## config.mk

```make
export PLATFORM = sky130hd
export DESIGN_NAME = ex_stage
export DESIGN_NICKNAME = d
export VERILOG_FILES = /design/src/rtl/ex_stage.sv
export SDC_FILE = /design/constraint.sdc
export NUM_CORES = 2
export LEC_CHECK = 0
export CORE_UTILIZATION = 30
export CTS_BUF_LIST = sky130_fd_sc_hd__clkbuf_4 sky130_fd_sc_hd__clkbuf_8
export DETAILED_ROUTE_END_ITERATION = 10
export HOLD_SLACK_MARGIN = 0.03
export PLACE_DENSITY_LB_ADDON = 0.15
export SETUP_SLACK_MARGIN = 0.5
export SYNTH_ARGS = -nofsm -noshare
export SYNTH_HDL_FRONTEND = slang
export SYNTH_SLANG_ARGS = --single-unit
export TNS_END_PERCENT = 10
```

## constraint.sdc

```tcl
create_clock -name clk -period 4.15 [get_ports clk]
set_input_delay 0.6225 -clock clk [delete_from_list [all_inputs] [get_ports clk]]
set_output_delay 0.6225 -clock clk [all_outputs]
set_load 0.02 [all_outputs]
```

## src/rtl/ex_stage.sv

```systemverilog
// Execute stage: single-cycle ALU/address generation plus an iterative 1-bit/cycle
// mul/div engine, with a result register that only advances when Mem is ready.
module ex_stage #(
    parameter int XLEN = 64,
    parameter int MD_W = 32
) (
    input  logic            clk,
    input  logic            reset,
    input  logic            Ex_valid_in,
    input  logic [1:0]      Ex_op_in,
    input  logic [2:0]      Ex_op2_in,
    input  logic [5:0]      Ex_op3_in,
    input  logic [4:0]      Ex_regD_in,
    input  logic [XLEN-1:0] Ex_rs1_in,
    input  logic [XLEN-1:0] Ex_rs2_in,
    input  logic [31:0]     Ex_valD_in,
    input  logic            mem_ready,
    output logic            ex_ready,
    output logic [XLEN-1:0] Ex_alures_out,
    output logic [4:0]      Ex_regD_out,
    output logic [1:0]      Ex_op_out,
    output logic [2:0]      Ex_op2_out,
    output logic [5:0]      Ex_op3_out,
    output logic [31:0]     Ex_valD_out,
    output logic            Ex_divzero_out
);
    localparam int CW = $clog2(MD_W);
    localparam int SW = $clog2(XLEN);
    localparam int PW = 2 * MD_W;

    typedef enum logic [1:0] {IDLE, BUSY, DONE} state_t;
    state_t state, state_nx;
    logic [CW-1:0] count;

    logic            accept, is_md, is_div, is_sgn;
    logic [MD_W-1:0] opa, opb, mag_a, mag_b;
    logic [XLEN-1:0] alu_res, md_res;

    // Engine state: md_a = multiplicand (mul) or divisor (div),
    // md_b = multiplier (mul) or dividend shifting into quotient (div),
    // md_acc = product (mul) or partial remainder (div).
    logic [PW-1:0]   md_a, md_acc;
    logic [MD_W-1:0] md_b;
    logic            md_div, md_neg, md_dz;
    logic [1:0]      l_op;
    logic [2:0]      l_op2;
    logic [5:0]      l_op3;
    logic [4:0]      l_regD;
    logic [31:0]     l_valD;

    assign ex_ready = (state == IDLE) && mem_ready;
    assign accept   = Ex_valid_in && ex_ready;
    assign is_md    = (Ex_op_in == 2'b10) && (Ex_op3_in[5:4] == 2'b00) && Ex_op3_in[3] && Ex_op3_in[1];
    assign is_div   = Ex_op3_in[2];
    assign is_sgn   = Ex_op3_in[0];
    assign opa      = Ex_rs1_in[MD_W-1:0];
    assign opb      = Ex_rs2_in[MD_W-1:0];
    assign mag_a    = (is_sgn && opa[MD_W-1]) ? -opa : opa;
    assign mag_b    = (is_sgn && opb[MD_W-1]) ? -opb : opb;

    always_comb begin
        alu_res = '0;
        case (Ex_op_in)
            2'b01: alu_res = Ex_rs1_in + Ex_rs2_in;
            2'b00: if (Ex_op2_in == 3'b100) alu_res = Ex_rs2_in;
            2'b10: begin
                case (Ex_op3_in)
                    6'b000000: alu_res = Ex_rs1_in + Ex_rs2_in;
                    6'b000100: alu_res = Ex_rs1_in - Ex_rs2_in;
                    6'b000001: alu_res = Ex_rs1_in & Ex_rs2_in;
                    6'b000010: alu_res = Ex_rs1_in | Ex_rs2_in;
                    6'b000011: alu_res = Ex_rs1_in ^ Ex_rs2_in;
                    6'b100101: alu_res = Ex_rs1_in << Ex_rs2_in[SW-1:0];
                    6'b100110: alu_res = Ex_rs1_in >> Ex_rs2_in[SW-1:0];
                    6'b100111: alu_res = $signed(Ex_rs1_in) >>> Ex_rs2_in[SW-1:0];
                    default:   alu_res = '0;
                endcase
            end
            default: alu_res = '0;
        endcase
    end

    // Restoring division step
    logic [MD_W:0] rem_sh, rem_sub;
    logic          rem_ge;
    assign rem_sh  = {md_acc[MD_W-1:0], md_b[MD_W-1]};
    assign rem_sub = rem_sh - {1'b0, md_a[MD_W-1:0]};
    assign rem_ge  = rem_sh >= {1'b0, md_a[MD_W-1:0]};

    // A zero quotient stays zero even when the operand signs differ.
    logic [PW-1:0]   prod;
    logic [MD_W-1:0] quo;
    assign prod = md_neg ? -md_acc : md_acc;
    assign quo  = md_neg ? -md_b : md_b;

    always_comb begin
        md_res = XLEN'(prod);
        if (md_dz)       md_res = '1;
        else if (md_div) md_res = {{(XLEN-MD_W){md_neg && (md_b != '0)}}, quo};
    end

    always_ff @(posedge clk or negedge reset) begin
        if (!reset) state <= IDLE;
        else        state <= state_nx;
    end

    always_comb begin
        state_nx = state;
        case (state)
            IDLE: if (accept && is_md) state_nx = (is_div && (opb == '0)) ? DONE : BUSY;
            BUSY: if (count == CW'(MD_W - 1)) state_nx = DONE;
            DONE: if (mem_ready) state_nx = IDLE;
            default: state_nx = IDLE;
        endcase
    end

    always_ff @(posedge clk or negedge reset) begin
        if (!reset) begin
            count  <= '0;
            md_a   <= '0;
            md_b   <= '0;
            md_acc <= '0;
            md_div <= 1'b0;
            md_neg <= 1'b0;
            md_dz  <= 1'b0;
            l_op   <= '0;
            l_op2  <= '0;
            l_op3  <= '0;
            l_regD <= '0;
            l_valD <= '0;
        end else if (accept && is_md) begin
            count  <= '0;
            md_a   <= PW'(is_div ? mag_b : mag_a);
            md_b   <= is_div ? mag_a : mag_b;
            md_acc <= '0;
            md_div <= is_div;
            md_neg <= is_sgn && (opa[MD_W-1] ^ opb[MD_W-1]);
            md_dz  <= is_div && (opb == '0);
            l_op   <= Ex_op_in;
            l_op2  <= Ex_op2_in;
            l_op3  <= Ex_op3_in;
            l_regD <= Ex_regD_in;
            l_valD <= Ex_valD_in;
        end else if (state == BUSY) begin
            count <= count + 1'b1;
            if (md_div) begin
                md_acc <= PW'(rem_ge ? rem_sub[MD_W-1:0] : rem_sh[MD_W-1:0]);
                md_b   <= {md_b[MD_W-2:0], rem_ge};
            end else begin
                if (md_b[0]) md_acc <= md_acc + md_a;
                md_a <= md_a << 1;
                md_b <= md_b >> 1;
            end
        end
    end

    // Output register: frozen whenever Mem is not ready.
    always_ff @(posedge clk or negedge reset) begin
        if (!reset) begin
            Ex_alures_out  <= '0;
            Ex_regD_out    <= '0;
            Ex_op_out      <= 2'b00;
            Ex_op2_out     <= 3'b100;
            Ex_op3_out     <= '0;
            Ex_valD_out    <= '0;
            Ex_divzero_out <= 1'b0;
        end else if (mem_ready) begin
            if (state == DONE) begin
                Ex_alures_out  <= md_res;
                Ex_regD_out    <= l_regD;
                Ex_op_out      <= l_op;
                Ex_op2_out     <= l_op2;
                Ex_op3_out     <= l_op3;
                Ex_valD_out    <= l_valD;
                Ex_divzero_out <= md_dz;
            end else if (accept && !is_md) begin
                Ex_alures_out  <= alu_res;
                Ex_regD_out    <= Ex_regD_in;
                Ex_op_out      <= Ex_op_in;
                Ex_op2_out     <= Ex_op2_in;
                Ex_op3_out     <= Ex_op3_in;
                Ex_valD_out    <= Ex_valD_in;
                Ex_divzero_out <= 1'b0;
            end else begin
                Ex_alures_out  <= '0;
                Ex_regD_out    <= '0;
                Ex_op_out      <= 2'b00;
                Ex_op2_out     <= 3'b100;
                Ex_op3_out     <= '0;
                Ex_valD_out    <= '0;
                Ex_divzero_out <= 1'b0;
            end
        end
    end
endmodule

```

==> flow_summary_export.csv <==
group,metric,value,unit
sta,min_period,3810,ps
cts,clock_sink_count,330,
sta,rsz0062_at_grt,"true",
drt,route.detailed.drc,0,
finish,nFillCells,15125,
drt,wl_met1,117,mm
cts,cts_tree,"done",
floorplanning,start_util,30.2,%
finish,fin_area,63200,sq um
critical_path,cp_data_arrival_time,4400,ps
sta,max-slew-margin-rel,27.2,%
drt,drt-initial-drc-count,6082,
critical_path,crit_path_start,"Ex_rs1_in[25]",
floorplanning,num_rows,140,
synthesis,syn_inst,5961,
drt,via_per_inst,5.83,
status,status,"completed",
cts,path_clk_slew,80,ps
critical_path,worst_path_largest_cell_delay,480,ps
critical_path,crit_path_frequent_cell,"buf_4",
critical_path,reg2regPathDepth,11,
critical_path,required,4740,ps
finish,syn2layout_area_growth,43.3,%
drt,wl_met3,19.4,mm
critical_path,crit_path_top_delay_cell,"clkdlybuf4s50_1",
min_path,whs_endpoint,"l_op3[0]",
synthesis,synth-seq-area-share,18.7,%
min_path,min_from,"Ex_op3_in[0]",
finish,final_cells,9372,
grt,overflow,0,
synthesis,yosys_register_bits,330,
drt,wl_per_cell,29.2,um
min_path,min_path_cells,3,
drt,first_pass_iters,9,
power_and_ir_drop,power.total,25.3,mW
placed_design,dp.cells,9200,
critical_path,crit_type,"input pin to flop",
placed_design,dp_hpwl,223,mm
synthesis,syn-num-nets,6455,
critical_path,rrSetupSlack,410,ps
drt,antenna_left,0,
grt,grt_max_degree,87,
drt,top_layer,"met5",
cts,clk_path_buf_depth,3,
sta,finalWorstSetupSlack,342,ps
grt,grt_pass1_wl,386,mm
grt,grt_pass1_vias,52303,
critical_path,path_max_fanout,9,
job,drv_cap,0,
power_and_ir_drop,powerDensity,401,nW/um^2
drt,drt_wl_total,274,mm
critical_path,crit_family,"compound AO/OA/AOI/OAI gates",
synthesis,syn_area_per_cell,7.39,sq um
placed_design,pre_cts_ws,-1140,ps
critical_path,path_cells,"clkdlybuf4s50_1 -> buf_6 -> buf_6 -> ha_2 -> nand2b_1 -> and2_4 -> nand2_1 -> o211a_4 -> a2111oi_4 -> buf_4 -> nand3b_1 -> buf_4 -> a211oi_2 -> o41ai_2 -> buf_4 -> mux2i_1 -> nor2_1 -> o32a_1",
sta,hold_violations,0,
sta,max_freq,0.263,GHz
drt,dr_total_vias,54612,
placed_design,portBuffers,293,
floorplanning,floorplan.die.width,385,um
grt,track_usage,35.8,%
placed_design,place_congestion,1.05,
finish,drive_above_1_share,29.2,%
synthesis,synth_area,44100,sq um
critical_path,endpoint_kind,"flop",
critical_path,cp-start-kind,"input pin",
floorplanning,die_height,385,um
floorplanning,die-area,148000,sq um
critical_path,r2r-end,"Ex_alures_out[60]",
grt,antenna_found_initial,12,
finish,layout.nets,7900,
cts,cts_buffers,56,
critical_path,rr_startpoint,"md_acc[14]",
synthesis,synth_edf_count,0,
finish,final_cell_mix,"1473 x buf_4, 752 x nand2_1, 597 x nor2_1",
floorplanning,ioPinCount,294,
min_path,min_path_type,"input pin to flop",
synthesis,ys_warn_count,0,
synthesis,async_reset_ff_share,100,%
sta,setup_viol,0,
sta,timing.final.crit_share,91.8,%
cts,clock_latency,720,ps
synthesis,synth_ff_type,"dfrtp_1",
power_and_ir_drop,p_leak,28.1,nW
critical_path,critPathBufInv,6,
drt,met2_length,123,mm
power_and_ir_drop,ir_drop,0.498,mV
sta,drv_slew,0,
sta,finalClockSkew,55.6,ps
sta,worstMarginPinSlew,1090,ps
floorplanning,core-area,146000,sq um
placed_design,placed_area,59600,sq um
finish,mostFrequentLayoutCell,"buf_4",
synthesis,ys_types,87,
cts,cts_root_buffer,"clkbuf_8",
cts,htree_levels,2,
worst max path at each step:
stage | to | depth (start not counted)
after floorplan | Ex_alures_out[46] | 19
after global placement | Ex_alures_out[62] | 19
after detailed placement | Ex_alures_out[46] | 18
after CTS | Ex_alures_out[46] | 16
after global routing | Ex_alures_out[62] | 19
final | Ex_alures_out[62] | 18
area by class of cell:
| cell class | instances | area, sq um | share of cell area (%) |
|---|---|---|---|
| Sequential cell | 330 | 8270 | 13.1 |
| Clock buffer | 88 | 1120 | 1.78 |
| Clock inverter | 17 | 194 | 0.307 |
| Tap cell | 1917 | 2400 | 3.80 |
| Antenna cell | 2 | 5.00 | 0.00792 |
| Timing Repair Buffer | 1843 | 15300 | 24.2 |
| Inverter | 260 | 993 | 1.57 |
| Multi-Input combinational cell | 4915 | 34900 | 55.2 |
repair_timing:
| item | in CTS | in global routing |
|---|---|---|
| resized for setup | 338 | 194 |
| endpoints found under the setup margin | 104 | 110 |
| pin swaps | 84 | 79 |
| setup buffers | 39 | 23 |
| hold buffers | 1 | 0 |
| cloned | 1 | 1 |
| hold endpoints to repair | 75 | 0 |
through the flow:
step	TNS (ps)	utilization, %	hold WS (ps)
finish	0	43.3	377
global route	0	43.3	369
CTS	0	42.7	320
detailed placement	-39510	40.9	453
global placement	-38520	40.9	452
floorplan	-85.9	-	327
power breakdown:
part | switching (mW) | internal (mW)
Sequential | 1.16 | 4.06
Clock | 1.62 | 1.93
Combinational | 9.44 | 7.10
cell families (layout without fill, tap and decap cells):
logic type               after synthesis  after routing  synth area share (%)
flip-flops                           330            330                  18.7
AO/OA/AOI/OAI                       2014           2014                  29.6
buffers and inverters                716           2208                  6.16
multiplexers                         348            348                  11.1
other                                  0              2                     0
XOR/XNOR                             314            314                  6.24
AND/OR/NAND/NOR                     1925           1925                  19.2
adder cells (fa/ha/maj)              314            314                  8.98
state kept, by name, summed over array words and instances (netlist names), 6 cells and up:
name,flops
Ex_valD_out,32
md_acc,64
Ex_op3_out,6
Ex_alures_out,64
md_b,32
l_valD,32
md_a,64
l_op3,6
synthesized netlist by cell type (all sizes together), types with 41 or more instances:
cell type  count  area (sq um)
o31ai         76           589
a31oi         61           382
a21o          95           713
mux4         108          2430
xor2         108           946
ha           310          3880
a21oi        481          2410
a221oi        95           832
o21ai        538          2690
nand2        770          2890
or3           45           287
dfrtp        329          8230
nor4          49           307
clkbuf       369          1390
mux2i        202          2020
inv          253           950
a22oi         41           308
o22ai         62           388
nand2b        47           294
o21bai        59           443
xnor2        206          1800
o211ai        92           691
nand3         80           400
nor2         611          2290
nor3          92           460
buf           87           353
a211oi       107           808
nand4         67           419
tightest hold or removal path: cells and delay by family:
kind | cells | cell delay [ps]
AND/OR/NAND/NOR | 2 | 160
buffers and inverters | 1 | 250
per-layer routing:
metal,vias up,GRT usage (%)
li1,24774,-
met1,26893,48.2
met2,2455,57.0
met3,482,4.56
met4,8,15.9
met5,-,0
(Power assumes the default switching activity.)
